File: src/rtl/rect_layer_renderer.sv
// rect_layer_renderer: per-pixel compositor that overlays NUM_RECTS filled
// rectangles on a background colour, with frame-synchronous attribute commit.
//
// Ports:
//   CLK, RESET            clock, synchronous active-high reset
//   FRAME_START           one-cycle pulse; commits pending attributes to active
//   PIXEL_X/Y/VALID       pixel coordinate and visible-area qualifier
//   WR_EN/IDX/FIELD/DATA  pending attribute write port
//   COLOR_OUT/VALID       composited colour, 2 cycles after the pixel input
//   COLLISION_FLAGS       per-frame rect0-vs-rect_i overlap flags
//
// Optional feature macro: RECT_COLLISION_EN (adds COLLISION_FLAGS and its
// accumulator; absent by default).
module rect_layer_renderer #(
    parameter int unsigned NUM_RECTS   = 4,
    parameter int unsigned COORD_WIDTH = 11,
    parameter int unsigned COLOR_WIDTH = 8,
    parameter logic [COLOR_WIDTH-1:0] BG_COLOR = COLOR_WIDTH'(8'h00)
) (
    input  logic                   CLK,
    input  logic                   RESET,
    input  logic                   FRAME_START,
    input  logic [COORD_WIDTH-1:0] PIXEL_X,
    input  logic [COORD_WIDTH-1:0] PIXEL_Y,
    input  logic                   PIXEL_VALID,
    input  logic                   WR_EN,
    input  logic [3:0]             WR_IDX,
    input  logic [2:0]             WR_FIELD,
    input  logic [COORD_WIDTH-1:0] WR_DATA,
    output logic [COLOR_WIDTH-1:0] COLOR_OUT,
    output logic                   COLOR_VALID
`ifdef RECT_COLLISION_EN
    ,
    output logic [NUM_RECTS-1:0]   COLLISION_FLAGS
`endif
);

    // Pending (written by WR_*) and active (rendered) attribute sets
    logic [COORD_WIDTH-1:0] pend_xmin_q [NUM_RECTS], pend_xmin_d [NUM_RECTS];
    logic [COORD_WIDTH-1:0] pend_ymin_q [NUM_RECTS], pend_ymin_d [NUM_RECTS];
    logic [COORD_WIDTH-1:0] pend_xmax_q [NUM_RECTS], pend_xmax_d [NUM_RECTS];
    logic [COORD_WIDTH-1:0] pend_ymax_q [NUM_RECTS], pend_ymax_d [NUM_RECTS];
    logic [COLOR_WIDTH-1:0] pend_color_q[NUM_RECTS], pend_color_d[NUM_RECTS];
    logic [NUM_RECTS-1:0]   pend_en_q, pend_en_d;

    logic [COORD_WIDTH-1:0] act_xmin_q [NUM_RECTS], act_xmin_d [NUM_RECTS];
    logic [COORD_WIDTH-1:0] act_ymin_q [NUM_RECTS], act_ymin_d [NUM_RECTS];
    logic [COORD_WIDTH-1:0] act_xmax_q [NUM_RECTS], act_xmax_d [NUM_RECTS];
    logic [COORD_WIDTH-1:0] act_ymax_q [NUM_RECTS], act_ymax_d [NUM_RECTS];
    logic [COLOR_WIDTH-1:0] act_color_q[NUM_RECTS], act_color_d[NUM_RECTS];
    logic [NUM_RECTS-1:0]   act_en_q, act_en_d;

    // Pipeline
    logic [NUM_RECTS-1:0]   hit_c;
    logic [NUM_RECTS-1:0]   hit_s1_q;
    logic [COLOR_WIDTH-1:0] color_s1_q[NUM_RECTS];
    logic                   valid_s1_q;
    logic [COLOR_WIDTH-1:0] sel_color_c;
    logic [COLOR_WIDTH-1:0] color_out_d, color_out_q;
    logic                   color_valid_q;

    // Pending writes; out-of-range indices simply match no channel
    always_comb begin
        pend_xmin_d  = pend_xmin_q;
        pend_ymin_d  = pend_ymin_q;
        pend_xmax_d  = pend_xmax_q;
        pend_ymax_d  = pend_ymax_q;
        pend_color_d = pend_color_q;
        pend_en_d    = pend_en_q;
        for (int unsigned i = 0; i < NUM_RECTS; i++) begin
            if (WR_EN && (WR_IDX == 4'(i))) begin
                case (WR_FIELD)
                    3'd0:    pend_xmin_d[i]  = WR_DATA;
                    3'd1:    pend_ymin_d[i]  = WR_DATA;
                    3'd2:    pend_xmax_d[i]  = WR_DATA;
                    3'd3:    pend_ymax_d[i]  = WR_DATA;
                    3'd4:    pend_color_d[i] = WR_DATA[COLOR_WIDTH-1:0];
                    3'd5:    pend_en_d[i]    = WR_DATA[0];
                    default: ;
                endcase
            end
        end
    end

    // Frame-start commit; same-cycle writes only reach the pending set
    always_comb begin
        act_xmin_d  = act_xmin_q;
        act_ymin_d  = act_ymin_q;
        act_xmax_d  = act_xmax_q;
        act_ymax_d  = act_ymax_q;
        act_color_d = act_color_q;
        act_en_d    = act_en_q;
        if (FRAME_START) begin
            for (int unsigned i = 0; i < NUM_RECTS; i++) begin
                act_xmin_d[i]  = pend_xmin_q[i];
                act_ymin_d[i]  = pend_ymin_q[i];
                act_xmax_d[i]  = pend_xmax_q[i];
                act_ymax_d[i]  = pend_ymax_q[i];
                act_color_d[i] = pend_color_q[i];
            end
            act_en_d = pend_en_q;
        end
    end

    // Half-open hit test; empty rectangles fail the range check naturally
    always_comb begin
        hit_c = '0;
        for (int unsigned i = 0; i < NUM_RECTS; i++) begin
            hit_c[i] = act_en_q[i]
                    && (PIXEL_X >= act_xmin_q[i]) && (PIXEL_X < act_xmax_q[i])
                    && (PIXEL_Y >= act_ymin_q[i]) && (PIXEL_Y < act_ymax_q[i]);
        end
    end

    // Priority encode: scanning downward lets the lowest hit index win
    always_comb begin
        sel_color_c = BG_COLOR;
        for (int i = int'(NUM_RECTS) - 1; i >= 0; i--) begin
            if (hit_s1_q[i]) sel_color_c = color_s1_q[i];
        end
        color_out_d = valid_s1_q ? sel_color_c : '0;
    end

    always_ff @(posedge CLK) begin
        if (RESET) begin
            for (int unsigned i = 0; i < NUM_RECTS; i++) begin
                pend_xmin_q[i]  <= '0;
                pend_ymin_q[i]  <= '0;
                pend_xmax_q[i]  <= '0;
                pend_ymax_q[i]  <= '0;
                pend_color_q[i] <= '0;
                act_xmin_q[i]   <= '0;
                act_ymin_q[i]   <= '0;
                act_xmax_q[i]   <= '0;
                act_ymax_q[i]   <= '0;
                act_color_q[i]  <= '0;
                color_s1_q[i]   <= '0;
            end
            pend_en_q     <= '0;
            act_en_q      <= '0;
            hit_s1_q      <= '0;
            valid_s1_q    <= 1'b0;
            color_out_q   <= '0;
            color_valid_q <= 1'b0;
        end else begin
            pend_xmin_q   <= pend_xmin_d;
            pend_ymin_q   <= pend_ymin_d;
            pend_xmax_q   <= pend_xmax_d;
            pend_ymax_q   <= pend_ymax_d;
            pend_color_q  <= pend_color_d;
            pend_en_q     <= pend_en_d;
            act_xmin_q    <= act_xmin_d;
            act_ymin_q    <= act_ymin_d;
            act_xmax_q    <= act_xmax_d;
            act_ymax_q    <= act_ymax_d;
            act_color_q   <= act_color_d;
            act_en_q      <= act_en_d;
            // Colours are captured with the hits so in-flight pixels ignore commits
            hit_s1_q      <= hit_c;
            color_s1_q    <= act_color_q;
            valid_s1_q    <= PIXEL_VALID;
            color_out_q   <= color_out_d;
            color_valid_q <= valid_s1_q;
        end
    end

    assign COLOR_OUT   = color_out_q;
    assign COLOR_VALID = color_valid_q;

`ifdef RECT_COLLISION_EN
    logic [NUM_RECTS-1:0] coll_acc_q, coll_acc_d;
    logic [NUM_RECTS-1:0] coll_flags_q, coll_flags_d;

    // Sticky rect0-vs-rect_i overlap; frame start snapshots then restarts
    always_comb begin
        coll_acc_d   = FRAME_START ? '0 : coll_acc_q;
        coll_flags_d = FRAME_START ? coll_acc_q : coll_flags_q;
        for (int unsigned i = 1; i < NUM_RECTS; i++) begin
            if (valid_s1_q && hit_s1_q[0] && hit_s1_q[i]) coll_acc_d[i] = 1'b1;
        end
    end

    always_ff @(posedge CLK) begin
        if (RESET) begin
            coll_acc_q   <= '0;
            coll_flags_q <= '0;
        end else begin
            coll_acc_q   <= coll_acc_d;
            coll_flags_q <= coll_flags_d;
        end
    end

    assign COLLISION_FLAGS = coll_flags_q;
`endif

endmodule
File: config.mk
export PLATFORM = sky130hd
export DESIGN_NAME = rect_layer_renderer
export DESIGN_NICKNAME = d
export VERILOG_FILES = /design/src/rtl/rect_layer_renderer.sv
export SDC_FILE = /design/constraint.sdc
export NUM_CORES = 1
export LEC_CHECK = 0
export CAP_MARGIN = 20
export CORE_MARGIN = 10
export CORE_UTILIZATION = 61
export CTS_BUF_LIST = sky130_fd_sc_hd__clkbuf_16
export DETAILED_ROUTE_END_ITERATION = 10
export PLACE_DENSITY = 0.79
export SKIP_CTS_REPAIR_TIMING = 1
export SLEW_MARGIN = 5
export SYNTH_ARGS = -nofsm -noshare
export SYNTH_HDL_FRONTEND = slang
export SYNTH_SLANG_ARGS = --single-unit
File: constraint.sdc
create_clock -name CLK -period 2.3 [get_ports CLK]
set_input_delay 0.46 -clock CLK [delete_from_list [all_inputs] [get_ports CLK]]
set_output_delay 0.46 -clock CLK [all_outputs]
set_load 0.05 [all_outputs]
## Yosys cells after proc, flatten, opt, wreduce, memory -nomap -nowiden

Cells that the tools add are included.

| storage, ports and cells | value |
|---|---|
| logic and storage cells | 129 |
| input port bits | 45 |
| bits in registers | 470 |
| output and inout port bits | 9 |

| operators by class | value |
|---|---|
| reductions and logical operators | 47 |
| equality and inequality tests | 8 |
| mux-type cells | 4 |
| bitwise gates (word level) | 1 |
| order comparisons | 16 |

Operators with widths:

| operator | number |
|---|---|
| >= comparator 11 bit | 8 |
| < comparator 11 bit | 8 |
| AND reduction 2 bit | 24 |
| two-way mux 8 bit | 4 |
| logical AND 1 bit | 20 |
| equality test 4 x 2 -> 1 bit, second input constant | 2 |
| equality test 3 x 2 -> 1 bit, second input constant | 2 |
| equality test 3 bit, second input constant | 2 |
| equality test 4 x 1 -> 1 bit, second input constant | 1 |
| logical NOT 4 bit | 1 |
| equality test 3 x 1 -> 1 bit, second input constant | 1 |
| logical NOT 3 bit | 1 |
| OR reduction 2 bit | 1 |
| NOT 1 bit | 1 |

## Depth between registers and ports, before layout

Gate-level depths: netlist of the first run.

| logic depth | value |
|---|---|
| word-level depth | 5 |
| mapped depth | 8 |
| depth with buffers taken out | 7 |

## Worst setup path after synthesis of the first run

OpenSTA, ideal clock, no wires.

| path | value |
|---|---|
| kind | input-to-reg |
| start point | input port PIXEL_Y[9] |
| end point | register hit_s1_q[3] |
| path buffers | 0 |
| path slack | 0.473 ns |
| required time | 2.188 ns |
| stages | 6 |
| arrival | 1.715 ns |
| setup time | 0.112 ns |
| cell sequence | ha_1 > a21oi_1 > nand2_1 > a2111oi_0 > o31ai_1 > a2111oi_1 |

| between the ends | value |
|---|---|
| word-level cells in the longest chain between the ends | 3 |
| elaborated cells between the ends (all ways) | 4 |
| classes of those cells | 2 x order compare; 2 x reduce/logical |

RTL lines:

| what | line | RTL |
|---|---|---|
| start: declaration | 24 | `input logic [COORD_WIDTH-1:0] PIXEL_Y,` |
| >= comparator 11 bit | 111 | `&& (PIXEL_Y >= act_ymin_q[i]) && (PIXEL_Y < act_ymax_q[i]);` |
| logical AND 1 bit | 111 |  |
| logical AND 1 bit (*) | 111 |  |
| end signal: assignment | 159 | `hit_s1_q <= hit_c;` |
| end: declaration | 55 | `logic [NUM_RECTS-1:0] hit_s1_q;` |

Every way passes the cells marked *; elsewhere a longest branch is shown, timed or not.
A chain may end at the register's enable or synchronous reset.

## Worst setup path after layout of the first run

| path | value |
|---|---|
| start point | input port PIXEL_Y[0] |
| end point | register hit_s1_q[1] |

Same word-level chain as after synthesis.

==> results of run 1 <==
-- sequential cells by signal (all words and copies together) (netlist names), 32 cells and up --
signal / cells
act_xmax_q: 44
act_xmin_q: 44
act_ymax_q: 44
act_ymin_q: 44
pend_xmax_q: 44
pend_xmin_q: 44
pend_ymax_q: 44
pend_ymin_q: 44
act_color_q: 32
color_s1_q: 32
pend_color_q: 32
-- per-layer routing --
metal	track usage, %	up-vias	part of all wire, %
li1	-	7685	-
met3	3.21	115	5.2
met2	40.4	423	49
met5	0	-	0
met1	29.1	7454	43
met4	9.32	0	3.5
-- cell families after synthesis --
logic type      after synthesis
compound gates              230
simple gates                705
fa+ha+maj                   168
buf+inv                     307
mux                         344
flops                       470
-- critical path: cells and delay by family --
kind / cells / cell delay, ps
buf+inv: 3 / 700
fa+ha+maj: 1 / 280
compound gates: 2 / 790
simple gates: 3 / 400
-- final cells by class --
cell class	count	area share (%)
Multi-Input combinational cell	1447	42.3
Timing Repair Buffer	179	7.02
Clock inverter	39	1.37
Clock buffer	50	5.20
Inverter	168	2.62
Sequential cell	470	39.1
Tap cell	448	2.33
-- power breakdown --
| part | internal, mW | leakage, nW | total [mW] | switching [mW] |
|---|---|---|---|---|
| combinational | 0.458 | 5.08 | 1.17 | 0.707 |
| clock | 4.51 | 0.804 | 7.73 | 3.23 |
| sequential | 8.15 | 3.78 | 8.16 | 0.00655 |
| total | 13.1 | 9.67 | 17.1 | 3.94 |
-- cells in the mapped netlist (5+ instances only) --
master       n  area, µm²
a21oi_1    125        626
a2111oi_0    8       70.1
buf_12       6        120
a31oi_1      6       37.5
a21o_1      17        128
dfxtp_1    470       9410
nand2b_1    14       87.6
buf_2       42        210
nand4_1     11       68.8
nor2_4       6       67.6
o21ai_0     24        120
nor4_1       5       31.3
a221oi_1     9       78.8
o21a_1       8       60.1
ha_1       168       2100
nor3_1       9       45.0
a211oi_1     7       52.6
nand2_1    115        432
clkbuf_1    59        221
nor2b_1     44        275
nor2_1     372       1400
inv_1      168        631
buf_4       11       82.6
buf_1        9       33.8
nand3_1     94        470
clkbuf_8     8        110
mux2i_1    344       3440
-- final timing paths --
check | startpoint | end | slack [ps] | cells past startpoint
setup / recovery | PIXEL_Y[0] | hit_s1_q[1] | 120 | 9
hold / removal | RESET | act_ymax_q[31] | 140 | 2
setup reg to reg | act_xmax_q[9] | hit_s1_q[3] | 250 | 7
hold reg to reg | pend_xmax_q[14] | pend_xmax_q[14] | 450 | 2
-- layout by cell type (no fill, tap or decap), drive strengths merged, types with 5 or more instances in the layout --
| cell | netlist | final |
|---|---|---|
| ha | 168 | 168 |
| a31oi | 6 | 6 |
| nor4 | 5 | 5 |
| and3 | 6 | 6 |
| buf | 72 | 128 |
| a211oi | 7 | 7 |
| inv | 168 | 177 |
| nand2 | 117 | 117 |
| nand2b | 14 | 14 |
| a21o | 17 | 17 |
| dfxtp | 470 | 470 |
| nor3 | 12 | 12 |
| bufinv | 0 | 5 |
| mux2i | 344 | 344 |
| nor2b | 44 | 44 |
| o21a | 8 | 8 |
| nand3 | 94 | 94 |
| a221oi | 9 | 9 |
| o21ai | 25 | 25 |
| clkinv | 0 | 22 |
| a21oi | 125 | 125 |
| nand4 | 11 | 11 |
| a2111oi | 9 | 9 |
| nor2 | 380 | 380 |
| clkbuf | 67 | 50 |
| clkdlybuf4s50 | 0 | 51 |
==> results.tsv, run 1 <==
stage	metric	value	unit
grt	initial antenna violation count	0	
setup_path	CP Launch Type	input port	
sta	Worst-Margin Slew	766	ps
synthesis	Synth Area in Adders	10.0	%
die	DIE AREA	0.0422	mm²
setup_path	critical-path maximum fanout	3	
sta	RSZ-0062 raised after global routing	no	
sta	Max Slew Vio Count	0	
grt	All-Layer GR Usage	23.5	%
placed_design	Placed Area	0.0224	mm²
sta	final setup TNS	0	ps
synthesis	Yosys warning total	0	
die	Die W	206	µm
cells_and_area	register area	0.00941	mm²
die	row count	67	
sta	worst clock skew	15.1	ps
placed_design	Placed Cells	2712	
setup_path	most common cell type on the critical path	nor4_1	
drt	Avg Vias per Cell	5.60	
synthesis	Avg Cell Area, Syn	9.44	µm²
synthesis	syn_nets	2437	
synthesis	sequential share of the synthesized area	44.8	%
setup_path	Crit path arrival time	2630	ps
power_and_ir_drop	worst ir drop on vdd	668	µV
drt	initial DRC count	1035	
synthesis	synthesized area	0.0210	mm²
synthesis	ys async rst share	0	%
clocking	CTS buffer count	48	
setup_path	worst path cell trace	clkdlybuf4s50_1, inv_1, buf_4, ha_1, nand2b_1, a2111oi_0, nor4_1, o21ai_0, nor4_1	
synthesis	number of enable flip-flop cells after synthesis	0	
drt	DR WL/cell	17.8	µm
clocking	H-tree levels	2	
synthesis	synth unique cells	59	
cells_and_area	fin area	0.0240	mm²
drt	Pre-antenna DRT Iters	7	
sta	period utilization	94.7	%
synthesis	Yosys reg bits	470	
placed_design	placer congestion estimate	0.881	
die	core area	0.0338	mm²
job	Max-cap violations	0	
synthesis	compound-cell area share of the yosys netlist	6.58	%
power_and_ir_drop	Design Power	17.1	mW
setup_path	CP peak stage delay	520	ps
drt	DR vias	15677	
grt	global-route wire length before repair	80500	µm
grt	gr ovfl total	0	
clocking	CTS sink count	470	
placed_design	Port Buffer Count	53	
die	Initial Util	62.1	%
cells_and_area	Fill cells	2503	
cells_and_area	ant diodes	0	
setup_path	CP max stage cell	a2111oi_0	
cells_and_area	footprint of the multi-input gates	0.0102	mm²
drt	DRC Markers	0	
setup_path	CP Data Required Time	2750	ps
setup_path	Setup crit end kind	flip-flop	
drt	ANT nets after route	0	
clocking	clock buffer depth	3	
clocking	CTS tree	built	
power_and_ir_drop	Leak	9.67	nW
placed_design	dpl ws	-650	ps
run_status	status	complete, no violations	
sta	# setup viols final	0	
sta	Max Clk Rate	459	MHz
sta	fin crit period	2180	ps
sta	final hold vios	0	
synthesis	combinational family with the most area after synthesis	multiplexers	
drt	DRT Wirelength	49800	µm
sta	Hold WS	137	ps
clocking	CTS Root Cell	clkbuf_16	
sta	slew margin rel.	48.9	%
cells_and_area	layout cell share with drive strength beyond 1	9.31	%
clocking	Clock transition at path regs	60	ps
synthesis	Synth Area in XOR/XNOR	0	%
power_and_ir_drop	pwr/cell area	710	mW/mm²
synthesis	post-synthesis mux area share	16.4	%
grt	pin count of the biggest net entering global routing	167	
die	Die Ht	206	µm
sta	post-route setup slack	121	ps
die	I/O pin count	54	
synthesis	dominant synthesized flop cell	dfxtp_1	
cells_and_area	final cell count without fillers	2801	
synthesis	Simple-Gate Fraction of Synth Area	15.3	%
cells_and_area	final net count	2527	
synthesis	Gate Count Post-Synth	2224	
cells_and_area	final core occ	71.2	%
setup_path	critical path class	input port to flip-flop	
clocking	Worst-Skew Late Latency	570	ps
grt	via count of the first global-routing pass	15638	
worst_hold_path	worst min path class	input port to flip-flop	
cells_and_area	area growth from synthesis to layout	14.5	%
placed_design	dpl hpwl	33000	µm
Power figures use the tool's default switching activity.
==> run 2, diff against run 1 <==
--- a/config.mk
+++ b/config.mk
@@ -6,11 +6,13 @@
 export NUM_CORES = 1
 export LEC_CHECK = 0
 export CAP_MARGIN = 20
+export CELL_PAD_IN_SITES_DETAIL_PLACEMENT = 1
+export CELL_PAD_IN_SITES_GLOBAL_PLACEMENT = 1
 export CORE_MARGIN = 10
-export CORE_UTILIZATION = 61
+export CORE_UTILIZATION = 49
 export CTS_BUF_LIST = sky130_fd_sc_hd__clkbuf_16
 export DETAILED_ROUTE_END_ITERATION = 10
-export PLACE_DENSITY = 0.79
+export PLACE_DENSITY_LB_ADDON = 0.1
 export SKIP_CTS_REPAIR_TIMING = 1
 export SLEW_MARGIN = 5
 export SYNTH_ARGS = -nofsm -noshare
==> results.tsv, run 2 (same netlist as run 1, synthesis figures left out) <==
stage	metric	value	unit	change
run_status	status	complete, no violations		
setup_path	Critical R2R Capture	hit_s1_q[0]		
power_and_ir_drop	Leak	9.81	nW	+1.5%
placed_design	dpl ws	-556	ps	+94.4 ps
clocking	CTS sink count	470		unchanged
setup_path	CP Data Required Time	2780	ps	+30 ps
cells_and_area	commonest non-fill, non-tap cell in the layout	dfxtp_1		
drt	Avg Vias per Cell	5.44		-2.8%
die	Initial Util	49.8	%	-12 points
drt	DR WL/cell	19.8	µm	+12%
drt	Pre-antenna DRT Iters	4		-3
setup_path	CP max stage cell	clkdlybuf4s50_1		
sta	Max Slew Vio Count	0		unchanged
setup_path	delay-heaviest family, CP	compound AO/OA/AOI/OAI gates		
power_and_ir_drop	pwr/cell area	695	mW/mm²	-2.0%
setup_path	critical-path maximum fanout	3		unchanged
drt	DRC Markers	0		unchanged
placed_design	placer congestion estimate	0.880		about the same
clocking	CTS Root Cell	clkbuf_16		
cells_and_area	layout cell share with drive strength beyond 1	9.36	%	+0.056 points
setup_path	critical path class	input port to flip-flop		
setup_path	FF-to-FF path depth	7		unchanged
setup_path	reg-to-reg startpoint	act_xmax_q[35]		
drt	ANT nets after route	0		unchanged
sta	fin crit period	2230	ps	+52.3 ps
setup_path	CP startpoint	PIXEL_Y[0]		
grt	gr ovfl total	0		unchanged
sta	slew margin rel.	44.8	%	-4.1 points
die	DIE AREA	0.0515	mm²	+22%
sta	Worst-Margin Slew	827	ps	+60.9 ps
sta	RSZ-0062 raised after global routing	no		
grt	via count of the first global-routing pass	16719		+6.9%
job	Max-cap violations	0		unchanged
drt	DR vias	15836		+1.0%
grt	global-route wire length before repair	91800	µm	+14%
cells_and_area	final net count	2543		+0.63%
setup_path	worst path cell trace	clkdlybuf4s50_1, inv_1, buf_4, ha_1, nand2b_1, a2111oi_1, o21ai_1, a221oi_2, nor4_1		
clocking	clock buffer depth	3		unchanged
power_and_ir_drop	worst ir drop on vdd	507	µV	-24%
cells_and_area	area growth from synthesis to layout	16.2	%	
clocking	CTS tree	built		
sta	worst clock skew	14.4	ps	-0.747 ps
cells_and_area	ant diodes	0		unchanged
grt	pin count of the biggest net entering global routing	159		-4.8%
sta	Hold WS	310	ps	+173 ps
sta	period utilization	97.0	%	+2.3 points
drt	initial DRC count	806		-22%
worst_hold_path	worst min path class	input port to flip-flop		
grt	All-Layer GR Usage	22.6	%	-0.86 points
sta	final hold vios	0		unchanged
die	row count	75		+12%
cells_and_area	most frequent cells in the layout	dfxtp_1 (470), nor2_1 (372), mux2i_1 (344)		
sta	post-route setup slack	68.9	ps	-52.3 ps
sta	Max Clk Rate	448	MHz	-2.3%
setup_path	Setup crit end kind	flip-flop		
setup_path	r2r setup slk	280	ps	+30 ps
setup_path	CP peak stage delay	500	ps	-20 ps
clocking	Clock transition at path regs	60	ps	about the same
die	Die W	227	µm	+10%
placed_design	dpl hpwl	38900	µm	+18%
clocking	CTS buffer count	51		+6.3%
setup_path	worst setup path endpoint	hit_s1_q[0]		
placed_design	Port Buffer Count	53		unchanged
die	I/O pin count	54		unchanged
setup_path	Crit path arrival time	2710	ps	+80 ps
cells_and_area	Fill cells	4742		+89%
die	Die Ht	227	µm	+10%
setup_path	critical path depth in cells	9		unchanged
clocking	Worst-Skew Late Latency	610	ps	+40 ps
grt	initial antenna violation count	0		unchanged
sta	# setup viols final	0		unchanged
die	core area	0.0421	mm²	+25%
setup_path	CP Launch Type	input port		
drt	DRT Wirelength	57700	µm	+16%
clocking	H-tree levels	2		unchanged
setup_path	worst path bufs/invs	3		unchanged
==> run 2: cell count changes in the layout (fill, tap and decap cells not counted), sizes merged <==
| cell | delta |
|---|---|
| buf | +13 |
| clkinv | -3 |
| inv | +13 |
| clkbuf | +1 |
| bufinv | -4 |
| clkinvlp | -2 |
==> run 2: tightest hold or removal path: cells and delay by family <==
kind	cells	cell delay (ps)
AND/OR/NAND/NOR	2	170
buffers and inverters	1	110
AO/OA/AOI/OAI	2	110
==> run 2: final cells by class <==
cell class,count,area [µm²],area share [%]
clock buffers,51,1280,5.23
flip-flops and latches,470,9410,38.6
repair buffers,192,2000,8.19
multi-input cells,1447,10200,41.7
inverters,168,631,2.59
clock inverters,43,239,0.980
well taps,539,674,2.76
==> run 2: how the worst min path moves through the flow <==
stage | startpoint | end | slack, ps | cells after the start
floorplan | pend_color_q[0] | pend_color_q[0] | 440 | 2
global placement | pend_xmin_q[15] | pend_xmin_q[15] | 440 | 2
detailed placement | pend_color_q[15] | pend_color_q[15] | 450 | 2
CTS | RESET | hit_s1_q[0] | 280 | 5
global route | RESET | hit_s1_q[0] | 320 | 5
finish | RESET | hit_s1_q[0] | 310 | 5
==> run 2: through the flow <==
| step | utilization [%] | power (mW) | instances | TNS [ps] | area, µm² |
|---|---|---|---|---|---|
| final | 57.9 | 17.0 | 2910 | 0 | 24400 |
| after global routing | 57.9 | 17.6 | 2910 | 0 | 24400 |
| after CTS | 57.9 | 17.2 | 2910 | -69.2 | 24400 |
| after detailed placement | 54.3 | 9.59 | 2816 | -10710 | 22900 |
| after global placement | 54.3 | 9.55 | 2816 | -4910 | 22900 |
| after floorplan | - | 9.01 | 2224 | 0 | 21000 |
==> run 2: where the power goes <==
part / switching (mW) / leakage (nW) / internal (mW)
sequential: 0.00665 / 3.78 / 8.15
combinational: 0.756 / 5.22 / 0.502
clock: 3.39 / 0.806 / 4.15
==> run 2: routing by layer <==
metal / share of wire (%) / track usage [%] / vias to the layer above
li1: - / - / 7697
met1: 45 / 28.0 / 7867
met2: 50 / 40.6 / 205
met3: 3.1 / 3.41 / 67
met4: 1.9 / 5.16 / 0
met5: 0 / 0 / -
==> run 3, diff against run 2 <==
--- a/config.mk
+++ b/config.mk
@@ -9,7 +9,7 @@
 export CELL_PAD_IN_SITES_DETAIL_PLACEMENT = 1
 export CELL_PAD_IN_SITES_GLOBAL_PLACEMENT = 1
 export CORE_MARGIN = 10
-export CORE_UTILIZATION = 49
+export CORE_UTILIZATION = 45
 export CTS_BUF_LIST = sky130_fd_sc_hd__clkbuf_16
 export DETAILED_ROUTE_END_ITERATION = 10
 export PLACE_DENSITY_LB_ADDON = 0.1
==> results.tsv, run 3 (same netlist as run 1, synthesis figures left out) <==
stage	metric	value	unit	change
run_status	status	complete, no violations		
worst_hold_path	HP Start	RESET		
drt	DR vias	15655		-1.1%
sta	worst clock skew	14.7	ps	+0.306 ps
setup_path	CP peak stage delay	530	ps	+30 ps
clocking	CTS tree	built		
sta	period utilization	97.0	%	about the same
clocking	CTS Root Cell	clkbuf_16		
die	row count	79		+5.3%
setup_path	Setup crit end kind	flip-flop		
die	Initial Util	45.3	%	-4.5 points
grt	gr ovfl total	0		unchanged
clocking	CTS buffer count	51		unchanged
die	I/O pin count	54		unchanged
sta	Max Clk Rate	448	MHz	about the same
cells_and_area	area growth from synthesis to layout	17.1	%	
cells_and_area	most frequent cells in the layout	dfxtp_1 (470), nor2_1 (372), mux2i_1 (344)		
sta	# setup viols final	0		unchanged
power_and_ir_drop	Clock power frac	47.1	%	+2.7 points
sta	Max Slew Vio Count	0		unchanged
power_and_ir_drop	Psw	4.19	mW	+0.98%
drt	ANT nets after route	0		unchanged
sta	final hold vios	0		unchanged
cells_and_area	final net count	2545		+0.079%
setup_path	critical-path maximum fanout	3		unchanged
worst_hold_path	worst min path class	input port to flip-flop		
cells_and_area	Fill cells	5222		+10%
power_and_ir_drop	worst ir drop on vdd	693	µV	+37%
cells_and_area	register area	0.00941	mm²	unchanged
clocking	CTS sink count	470		unchanged
worst_hold_path	hold-critical path depth	2		-3
power_and_ir_drop	Leak	9.87	nW	+0.55%
sta	Worst-Margin Slew	1010	ps	+185 ps
drt	DR WL/cell	19.6	µm	-1.3%
setup_path	CP Data Required Time	2750	ps	-30 ps
clocking	Worst-Skew Late Latency	610	ps	about the same
die	Die W	236	µm	+4.0%
cells_and_area	layout cell share with drive strength beyond 1	9.98	%	+0.62 points
die	Die Ht	236	µm	+4.0%
setup_path	Critical R2R Capture	hit_s1_q[3]		
placed_design	dpl hpwl	39500	µm	+1.4%
sta	slew margin rel.	32.5	%	-12 points
setup_path	most common cell type on the critical path	nor4_1		
power_and_ir_drop	pwr/cell area	723	mW/mm²	+4.0%
setup_path	FF-to-FF path depth	7		unchanged
power_and_ir_drop	switching share of total power	23.6	%	-0.90 points
drt	Pre-antenna DRT Iters	5		+1
power_and_ir_drop	sequential power share	45.9	%	-2.2 points
drt	DRT Wirelength	58400	µm	+1.2%
sta	final setup TNS	0	ps	unchanged
drt	initial DRC count	632		-22%
sta	RSZ-0062 raised after global routing	no		
setup_path	CP Launch Type	input port		
setup_path	CP max stage cell	clkdlybuf4s50_1		
clocking	H-tree levels	2		unchanged
power_and_ir_drop	Design Power	17.8	mW	+4.8%
setup_path	critical path class	input port to flip-flop		
placed_design	Placed Area	0.0229	mm²	unchanged
power_and_ir_drop	Internal Power	13.6	mW	+6.1%
grt	pin count of the biggest net entering global routing	127		-20%
drt	DRC Markers	0		unchanged
grt	via count of the first global-routing pass	16748		+0.17%
grt	global-route wire length before repair	93100	µm	+1.4%
grt	All-Layer GR Usage	20.7	%	-1.9 points
setup_path	worst path cell trace	clkdlybuf4s50_1, inv_1, buf_4, ha_1, nand2b_1, a2111oi_0, nor4_1, o21ai_1, nor4_1		
setup_path	reg-to-reg startpoint	act_xmax_q[9]		
die	core area	0.0464	mm²	+10%
placed_design	placer congestion estimate	0.823		-6.5%
power_and_ir_drop	combinational share of power	6.9	%	-0.5 points
job	Max-cap violations	0		unchanged
cells_and_area	fin area	0.0246	mm²	+0.79%
drt	Avg Vias per Cell	5.25		-3.5%
placed_design	Port Buffer Count	53		unchanged
setup_path	Crit path arrival time	2690	ps	-20 ps
cells_and_area	commonest non-fill, non-tap cell in the layout	dfxtp_1		
clocking	clock buffer depth	3		unchanged
grt	initial antenna violation count	0		unchanged
worst_hold_path	Hold EP	pend_ymax_q[31]		
setup_path	r2r setup slk	270	ps	about the same
cells_and_area	ant diodes	0		unchanged
die	DIE AREA	0.0557	mm²	+8.1%
sta	fin crit period	2230	ps	-0.172 ps
clocking	Clock transition at path regs	60	ps	about the same
cells_and_area	footprint of the multi-input gates	0.0102	mm²	about the same
-- run 3: changes by cell type in the layout (fill, tap and decap cells not counted), moves of 2 or more --
cell,change
inv_1,-9
buf_4,+10
a2111oi_1,-2
clkinv_8,+2
clkinv_2,+8
bufinv_16,+7
clkinv_1,-3
inv_6,-2
buf_12,-8
-- run 3: per-stage QoR --
stage | worst slack (ps) | utilization, % | cells | hold slack, ps
3_3_place_gp | -765 | 49.3 | 2886 | 442
3_5_place_dp | -771 | 49.3 | 2886 | 448
6_report | 69.0 | 53.0 | 2982 | 87.3
5_1_grt | 23.4 | 53.0 | 2982 | 76.8
2_1_floorplan | 473 | - | 2224 | 436
4_1_cts | -148 | 53.0 | 2982 | 58.6
-- run 3: layout make-up --
| cell class | count | share of cell area [%] |
|---|---|---|
| Clock buffer | 51 | 5.19 |
| Clock inverter | 45 | 1.79 |
| Inverter | 168 | 2.57 |
| Multi-Input combinational cell | 1447 | 41.3 |
| Sequential cell | 470 | 38.3 |
| Tap cell | 607 | 3.09 |
| Timing Repair Buffer | 194 | 7.78 |
-- run 3: power by group through the flow --
stage	combinational (mW)	sequential, mW	clock (mW)
after floorplan	0.664	8.34	0
after global placement	1.19	8.34	0
after detailed placement	1.23	8.34	0
after CTS	1.24	8.16	8.60
after global routing	1.34	8.16	8.91
final	1.23	8.16	8.38
-- run 3: worst max-delay path: cells and delay by family --
family	cells	cell delay, ps
simple gates	3	400
fa+ha+maj	1	270
compound gates	2	760
buf+inv	3	780
-- run 3: worst max-delay path by stage --
stage	startpoint	end	slack, ps	depth (start not counted)
floorplan	PIXEL_Y[9]	hit_s1_q[3]	470	6
global placement	PIXEL_Y[0]	hit_s1_q[3]	-770	9
detailed placement	PIXEL_Y[0]	hit_s1_q[3]	-770	9
CTS	PIXEL_Y[0]	hit_s1_q[3]	-150	9
global route	PIXEL_Y[0]	hit_s1_q[1]	20	9
finish	PIXEL_Y[0]	hit_s1_q[1]	70	9
-- run 3: metal layers --
layer	wire length [µm]	GRT usage (%)	vias to the layer above
met1	27300	26.2	7701
met4	1430	6.41	0
met3	1710	2.71	86
met5	0	0	-
li1	-	-	7682
met2	28000	35.9	186
